===== config.mk =====
export PLATFORM = sky130hd
export DESIGN_NAME = capture_ctrl
export DESIGN_NICKNAME = d
export VERILOG_FILES = /design/src/rtl/la_pkg.sv /design/src/rtl/wrap_cnt.sv /design/src/rtl/capture_ctrl.sv
export SDC_FILE = /design/constraint.sdc
export NUM_CORES = 1
export LEC_CHECK = 0
export BUFFER_PORTS_ARGS = -buffer_cell sky130_fd_sc_hd__buf_2
export CORE_ASPECT_RATIO = 2
export CORE_MARGIN = 2
export CORE_UTILIZATION = 45
export DETAILED_ROUTE_END_ITERATION = 6
export PLACE_DENSITY = 0.62
export SLEW_MARGIN = 20
export SYNTH_ARGS = -nofsm -noshare
export SYNTH_HDL_FRONTEND = slang
export SYNTH_SLANG_ARGS = --single-unit

===== constraint.sdc =====
create_clock -name clk -period 6.3 [get_ports clk]
set_clock_uncertainty 0.15 [all_clocks]
set_input_delay 0.315 -clock clk [delete_from_list [all_inputs] [get_ports clk]]
set_output_delay 0.315 -clock clk [all_outputs]
set_load 0.01 [all_outputs]

===== src/rtl/la_pkg.sv =====
// Shared types and sizing helpers for the logic-analyser capture path.
package la_pkg;

  localparam int LA_ADDR_W = 9;

  typedef enum logic [2:0] {
    ST_IDLE,
    ST_PRE,
    ST_ARMED,
    ST_POST,
    ST_DONE
  } cap_state_t;

  function automatic int la_depth(input int addr_w);
    return 1 << addr_w;
  endfunction

endpackage


===== src/rtl/wrap_cnt.sv =====
// Free-wrapping W-bit counter with synchronous clear (priority) and count enable.
module wrap_cnt #(
  parameter int W = 9
) (
  input  logic         clk,
  input  logic         rst_n,
  input  logic         clr,
  input  logic         en,
  output logic [W-1:0] cnt
);

  logic [W-1:0] cnt_q, cnt_d;

  always_comb begin
    cnt_d = cnt_q;
    if (clr)
      cnt_d = '0;
    else if (en)
      cnt_d = cnt_q + W'(1);
  end

  always_ff @(posedge clk or negedge rst_n) begin
    if (!rst_n)
      cnt_q <= '0;
    else
      cnt_q <= cnt_d;
  end

  assign cnt = cnt_q;

endmodule


===== src/rtl/capture_ctrl.sv =====
// Capture sequencer: fills the circular sample RAM, arms the trigger once the
// pre-trigger window is stored, then counts post-trigger samples to completion.
module capture_ctrl
  import la_pkg::*;
#(
  parameter int ADDR_W = LA_ADDR_W
) (
  input  logic              clk,
  input  logic              rst_n,
  input  logic              run,
  input  logic              abort,
  input  logic [ADDR_W-1:0] trig_pos,
  input  logic              smpl_en,
  input  logic              triggered,
  input  logic              clr_done,
  output logic              armed,
  output logic              set_capture_done,
  output logic              capture_done,
  output logic              we,
  output logic [ADDR_W-1:0] waddr,
  output logic [ADDR_W-1:0] end_addr,
  output logic              busy
);

  localparam int              DEPTH   = la_depth(ADDR_W);
  localparam logic [ADDR_W:0] DEPTH_V = (ADDR_W+1)'(DEPTH);

  cap_state_t        state_q, state_d;
  logic              armed_q, armed_d;
  logic              scd_q, scd_d;
  logic              cdone_q, cdone_d;
  logic              busy_q, busy_d;
  logic [ADDR_W-1:0] trig_pos_q, trig_pos_d;
  logic [ADDR_W-1:0] end_addr_q, end_addr_d;

  logic [ADDR_W-1:0] wptr, pre_cnt, post_cnt;
  logic [ADDR_W:0]   pre_inc, post_inc;
  logic              start, trig_acc, pre_hit, post_hit;

  assign start    = run & ((state_q == ST_IDLE) | (state_q == ST_DONE));
  assign trig_acc = (state_q == ST_ARMED) & triggered & ~abort;
  assign we       = smpl_en & busy_q;

  wrap_cnt #(.W(ADDR_W)) u_wptr (
    .clk   (clk),
    .rst_n (rst_n),
    .clr   (start),
    .en    (we),
    .cnt   (wptr)
  );

  wrap_cnt #(.W(ADDR_W)) u_pre_cnt (
    .clk   (clk),
    .rst_n (rst_n),
    .clr   (start),
    .en    (we & (state_q == ST_PRE)),
    .cnt   (pre_cnt)
  );

  // The write that coincides with the trigger edge belongs to the pre-trigger window.
  wrap_cnt #(.W(ADDR_W)) u_post_cnt (
    .clk   (clk),
    .rst_n (rst_n),
    .clr   (trig_acc),
    .en    (we & (state_q == ST_POST)),
    .cnt   (post_cnt)
  );

  // Hit tests look at the count the current write is about to produce.
  assign pre_inc  = {1'b0, pre_cnt} + (ADDR_W+1)'(1);
  assign post_inc = {1'b0, post_cnt} + (ADDR_W+1)'(1);
  assign pre_hit  = pre_inc == (DEPTH_V - {1'b0, trig_pos_q});
  assign post_hit = post_inc == {1'b0, trig_pos_q};

  always_comb begin
    state_d    = state_q;
    armed_d    = armed_q;
    scd_d      = 1'b0;
    cdone_d    = cdone_q;
    trig_pos_d = trig_pos_q;
    end_addr_d = end_addr_q;
    if (clr_done)
      cdone_d = 1'b0;
    unique case (state_q)
      ST_IDLE, ST_DONE: begin
        if (run) begin
          state_d    = ST_PRE;
          armed_d    = 1'b0;
          cdone_d    = 1'b0;
          trig_pos_d = (trig_pos == '0) ? ADDR_W'(1) : trig_pos;
        end
      end
      ST_PRE: begin
        if (abort) begin
          state_d = ST_IDLE;
          armed_d = 1'b0;
        end else if (we && pre_hit) begin
          state_d = ST_ARMED;
          armed_d = 1'b1;
        end
      end
      ST_ARMED: begin
        if (abort) begin
          state_d = ST_IDLE;
          armed_d = 1'b0;
        end else if (triggered) begin
          state_d = ST_POST;
          armed_d = 1'b0;
        end
      end
      ST_POST: begin
        if (abort) begin
          state_d = ST_IDLE;
          armed_d = 1'b0;
        end else if (we && post_hit) begin
          state_d    = ST_DONE;
          scd_d      = 1'b1;
          cdone_d    = 1'b1;
          end_addr_d = wptr;
        end
      end
      default: begin
        state_d = ST_IDLE;
        armed_d = 1'b0;
      end
    endcase
    busy_d = (state_d == ST_PRE) | (state_d == ST_ARMED) | (state_d == ST_POST);
  end

  always_ff @(posedge clk or negedge rst_n) begin
    if (!rst_n) begin
      state_q    <= ST_IDLE;
      armed_q    <= 1'b0;
      scd_q      <= 1'b0;
      cdone_q    <= 1'b0;
      busy_q     <= 1'b0;
      trig_pos_q <= '0;
      end_addr_q <= '0;
    end else begin
      state_q    <= state_d;
      armed_q    <= armed_d;
      scd_q      <= scd_d;
      cdone_q    <= cdone_d;
      busy_q     <= busy_d;
      trig_pos_q <= trig_pos_d;
      end_addr_q <= end_addr_d;
    end
  end

  assign armed            = armed_q;
  assign set_capture_done = scd_q;
  assign capture_done     = cdone_q;
  assign busy             = busy_q;
  assign waddr            = wptr;
  assign end_addr         = end_addr_q;

endmodule


==> summary.log <==
[floorplanning] Std-Cell Core Area 6830 um^2
[power] leakage power 1.61 nW
[floorplanning] die outline height 122 um
[setup_path] data arrival time of the critical path 2720 ps
[setup_path] FF-to-FF Start u_post_cnt.cnt[0]
[clock_network] clock sink total 52
[placed_design] HPWL after DPL 5130 um
[setup_path] maximum net fanout on the critical path 11
[final_layout] ratio of cells with drive above 1 in the final layout 16.7%
[grt] antenna violations before repair 0
[sta] final worst path period need 2690 ps
[synth] post-synthesis cell type count 59
[setup_path] Max stage delay cell, worst path sky130_fd_sc_hd__dfrtp_1
[synth] async set or reset register ratio after synthesis 100%
[drt] WL per Instance 15.2 um
[grt] via count of the first global-routing pass 2511
[synth] number of enable-type register cells in the synthesized netlist 0
[final_layout] area added between synthesis and finish 11.6%
[synth] Synth Net Count 366
[clock_network] clock buffers created by TritonCTS 5
[sta] Min Hold Slack -16.3 ps
[drt] count of routing violations after the opening detailed-route iteration 211
[synth] fraction of the yosys area taken by sequential cells 41.7%
[synth] netlist area before placement 3120 um^2
[floorplanning] number of primary I/O pins 39
[setup_path] startpoint of the most critical setup path u_post_cnt.cnt[0]
[power] Power per Cell Area 249 nW/um^2
[setup_path] type of the worst setup path reg2reg
[outcome] run status finished with violations
[sta] upper clock frequency limit 0.372 GHz
[sta] minimum setup slack in the final design 3610 ps
[sta] Fin. Hold Viols 51
[clock_network] CTS-repair resized insts 0
[power] VDD IR-drop max 0.000193 V
[sta] Slew @ Worst Pin 686 ps
[clock_network] Root Buffer sky130_fd_sc_hd__clkbuf_16
[final_layout] Post-layout nets 390
[clock_network] CTS tree built
[final_layout] diode count 0
[placed_design] Cell Count Post-Placement 453
[synth] proportion of netlist area held by the largest area contributor 41.7%
[grt] total routing usage reported by global routing 19.9%
[final_layout] Layout fillers 685
[clock_network] number of buffers on the longest clock path 2
[drt] Pre-antenna DRT Iters 4
[synth] most instantiated library cell after synthesis sky130_fd_sc_hd__dfrtp_1
[floorplanning] Starting Density 45.7%
[drt] via density per instance 5.71
[final_layout] utilization after layout 51.0%
[final_layout] Layout Cells excl Fill 461
[placed_design] Post-Place Worst Slack 3640 ps
[clock_network] clock slew at reported path FFs 80 ps
[clock_network] clk_lat worst skew 300 ps
[setup_path] kind of end point of the critical path register
[synth] instance count of the mapped netlist 346
[outcome] violations in the final reports hold timing
[synth] commonest register cell after synthesis sky130_fd_sc_hd__dfrtp_1
[sta] Slew Limit Headroom 54.3%
[synth] largest area contributor in the netlist sky130_fd_sc_hd__dfrtp_1
[grt] first-pass GRT wire length 12100 um
[synth] Syn Area/Cell 9.03 um^2
[sta] Max Slew Vio Count 0
[drt] DRC violation count after routing 0
[synth] cell types with the highest counts after synthesis sky130_fd_sc_hd__dfrtp_1, sky130_fd_sc_hd__nand2_1, sky130_fd_sc_hd__o21ai_0, sky130_fd_sc_hd__nor2_1, sky130_fd_sc_hd__xor2_1
[drt] total number of vias 2632
[placed_design] GP Congestion 0.857
[job] Max Cap Viol 0
[setup_path] Worst Setup Start Kind register
[clock_network] CTS hold repair buffers 0
[setup_path] worst-path cell chain ha_1 -> nand3_1 -> o21a_1 -> a211oi_1 -> and2_1 -> nand3_2 -> mux2_1
[clock_network] buffers inserted during post-CTS setup optimization 0
[setup_path] data required time at the worst endpoint 6340 ps
[synth] Ys Warns 0
[placed_design] placement-stage cell area 3330 um^2
[floorplanning] FP Rows 43
[drt] wire length reported by the detailed router 7000 um
[clock_network] number of levels in the clock H-tree 2
[synth] flops & latches, synth 52
[sta] setup repair after global routing missed its margin no
[floorplanning] overall die area 7660 um^2
[floorplanning] die width 62.9 um
[sta] Tcrit/Tclk final 42.6%
[min_path] worst min path class in2async
[setup_path] delay contributed by the slowest stage of the critical path 440 ps
[sta] Setup TNS 0 ps
[grt] largest net degree at the start of global routing 53
[power] post-route total power 0.869 mW
[grt] final global-route overflow total 0
[placed_design] number of port buffers 38
[final_layout] finished layout cell area 3480 um^2
[drt] antenna violation net count after detailed routing 0
[synth] largest cells by area after synthesis sky130_fd_sc_hd__dfrtp_1, sky130_fd_sc_hd__nand2_1, sky130_fd_sc_hd__xor2_1, sky130_fd_sc_hd__o21ai_0, sky130_fd_sc_hd__mux2_4
[sta] setup-violating endpoint count in the final report 0
==> worst paths after layout <==
kind                       cells after the start                to  slack (ps)
setup / recovery                               7       end_addr[8]        3610
hold / removal                                 2  u_pre_cnt.cnt[8]         -20
setup reg to reg                               7       end_addr[8]        3610
hold reg to reg                                1       end_addr[8]         340
max in group asynchronous                      2     u_wptr.cnt[7]        5590
min in group clk                               3     trig_pos_q[8]          80
==> area by class of cell <==
cell class	instances	area (um^2)	area share [%]
Sequential cell	52	1300	37.3
Tap cell	90	113	3.23
Clock buffer	5	125	3.59
Clock inverter	3	26.3	0.754
Inverter	8	30.0	0.862
Timing Repair Buffer	39	198	5.67
Multi-Input combinational cell	264	1690	48.5
==> worst max-delay path: cells and delay by family, from the launching register on <==
kind | cells | cell delay, ps
and+or+nand+nor | 3 | 730
AOI/OAI and AO/OA | 2 | 510
DFF | 1 | 440
muxes | 1 | 420
adders and majority gates | 1 | 320
==> sequential cells by signal (all words and copies together) (netlist names), 3 cells and up <==
signal	count
end_addr	9
state_q	3
u_pre_cnt.cnt	9
u_wptr.cnt	9
u_post_cnt.cnt	9
trig_pos_q	9
==> kinds of logic (layout without fill, tap and decap cells) <==
logic type / after synthesis / after routing / share of synthesized area [%]
mux: 10 / 10 / 4.53
flops: 52 / 52 / 41.7
buf+inv: 30 / 55 / 4.17
compound gates: 74 / 74 / 15.6
fa+ha+maj: 4 / 4 / 1.60
simple gates: 145 / 145 / 23.3
xor+xnor: 31 / 31 / 9.13
==> where the power goes <==
part           internal, mW  switching (mW)  leakage [nW]
Sequential            0.357          0.0486         0.702
Clock                 0.150           0.132        0.0680
Combinational        0.0799           0.100         0.836
==> cell usage in the layout (no fill, tap or decap), types with 3 or more instances in the layout <==
cell type and n:
sky130_fd_sc_hd__nor4_1 6, sky130_fd_sc_hd__o21a_1 3, sky130_fd_sc_hd__ha_1 4, sky130_fd_sc_hd__or3_1 10, sky130_fd_sc_hd__nor3_1 9, sky130_fd_sc_hd__nand3b_1 3
sky130_fd_sc_hd__nor2_1 24, sky130_fd_sc_hd__o21ai_0 27, sky130_fd_sc_hd__a211oi_1 4, sky130_fd_sc_hd__nor3b_1 3, sky130_fd_sc_hd__o31ai_1 8, sky130_fd_sc_hd__and3_1 3
sky130_fd_sc_hd__clkbuf_16 5, sky130_fd_sc_hd__o211a_1 3, sky130_fd_sc_hd__mux2_4 8, sky130_fd_sc_hd__buf_2 38, sky130_fd_sc_hd__xnor2_1 13, sky130_fd_sc_hd__nand4_1 5
sky130_fd_sc_hd__inv_1 6, sky130_fd_sc_hd__nand3_1 15, sky130_fd_sc_hd__nand2_1 51, sky130_fd_sc_hd__dfrtp_1 52, sky130_fd_sc_hd__and2_1 6, sky130_fd_sc_hd__xor2_1 17
sky130_fd_sc_hd__a21oi_1 8
==> routing by layer <==
layer  wire length, um  track usage [%]  part of all wire [%]  vias up
met5                 0                0                     0        -
met1              3020             25.2                    43     1272
met2              3570             33.6                    51       70
met4               151             9.03                   2.2        0
li1                  -                -                     -     1279
met3               265             2.68                   3.8       11
(Power assumes the default switching activity.)
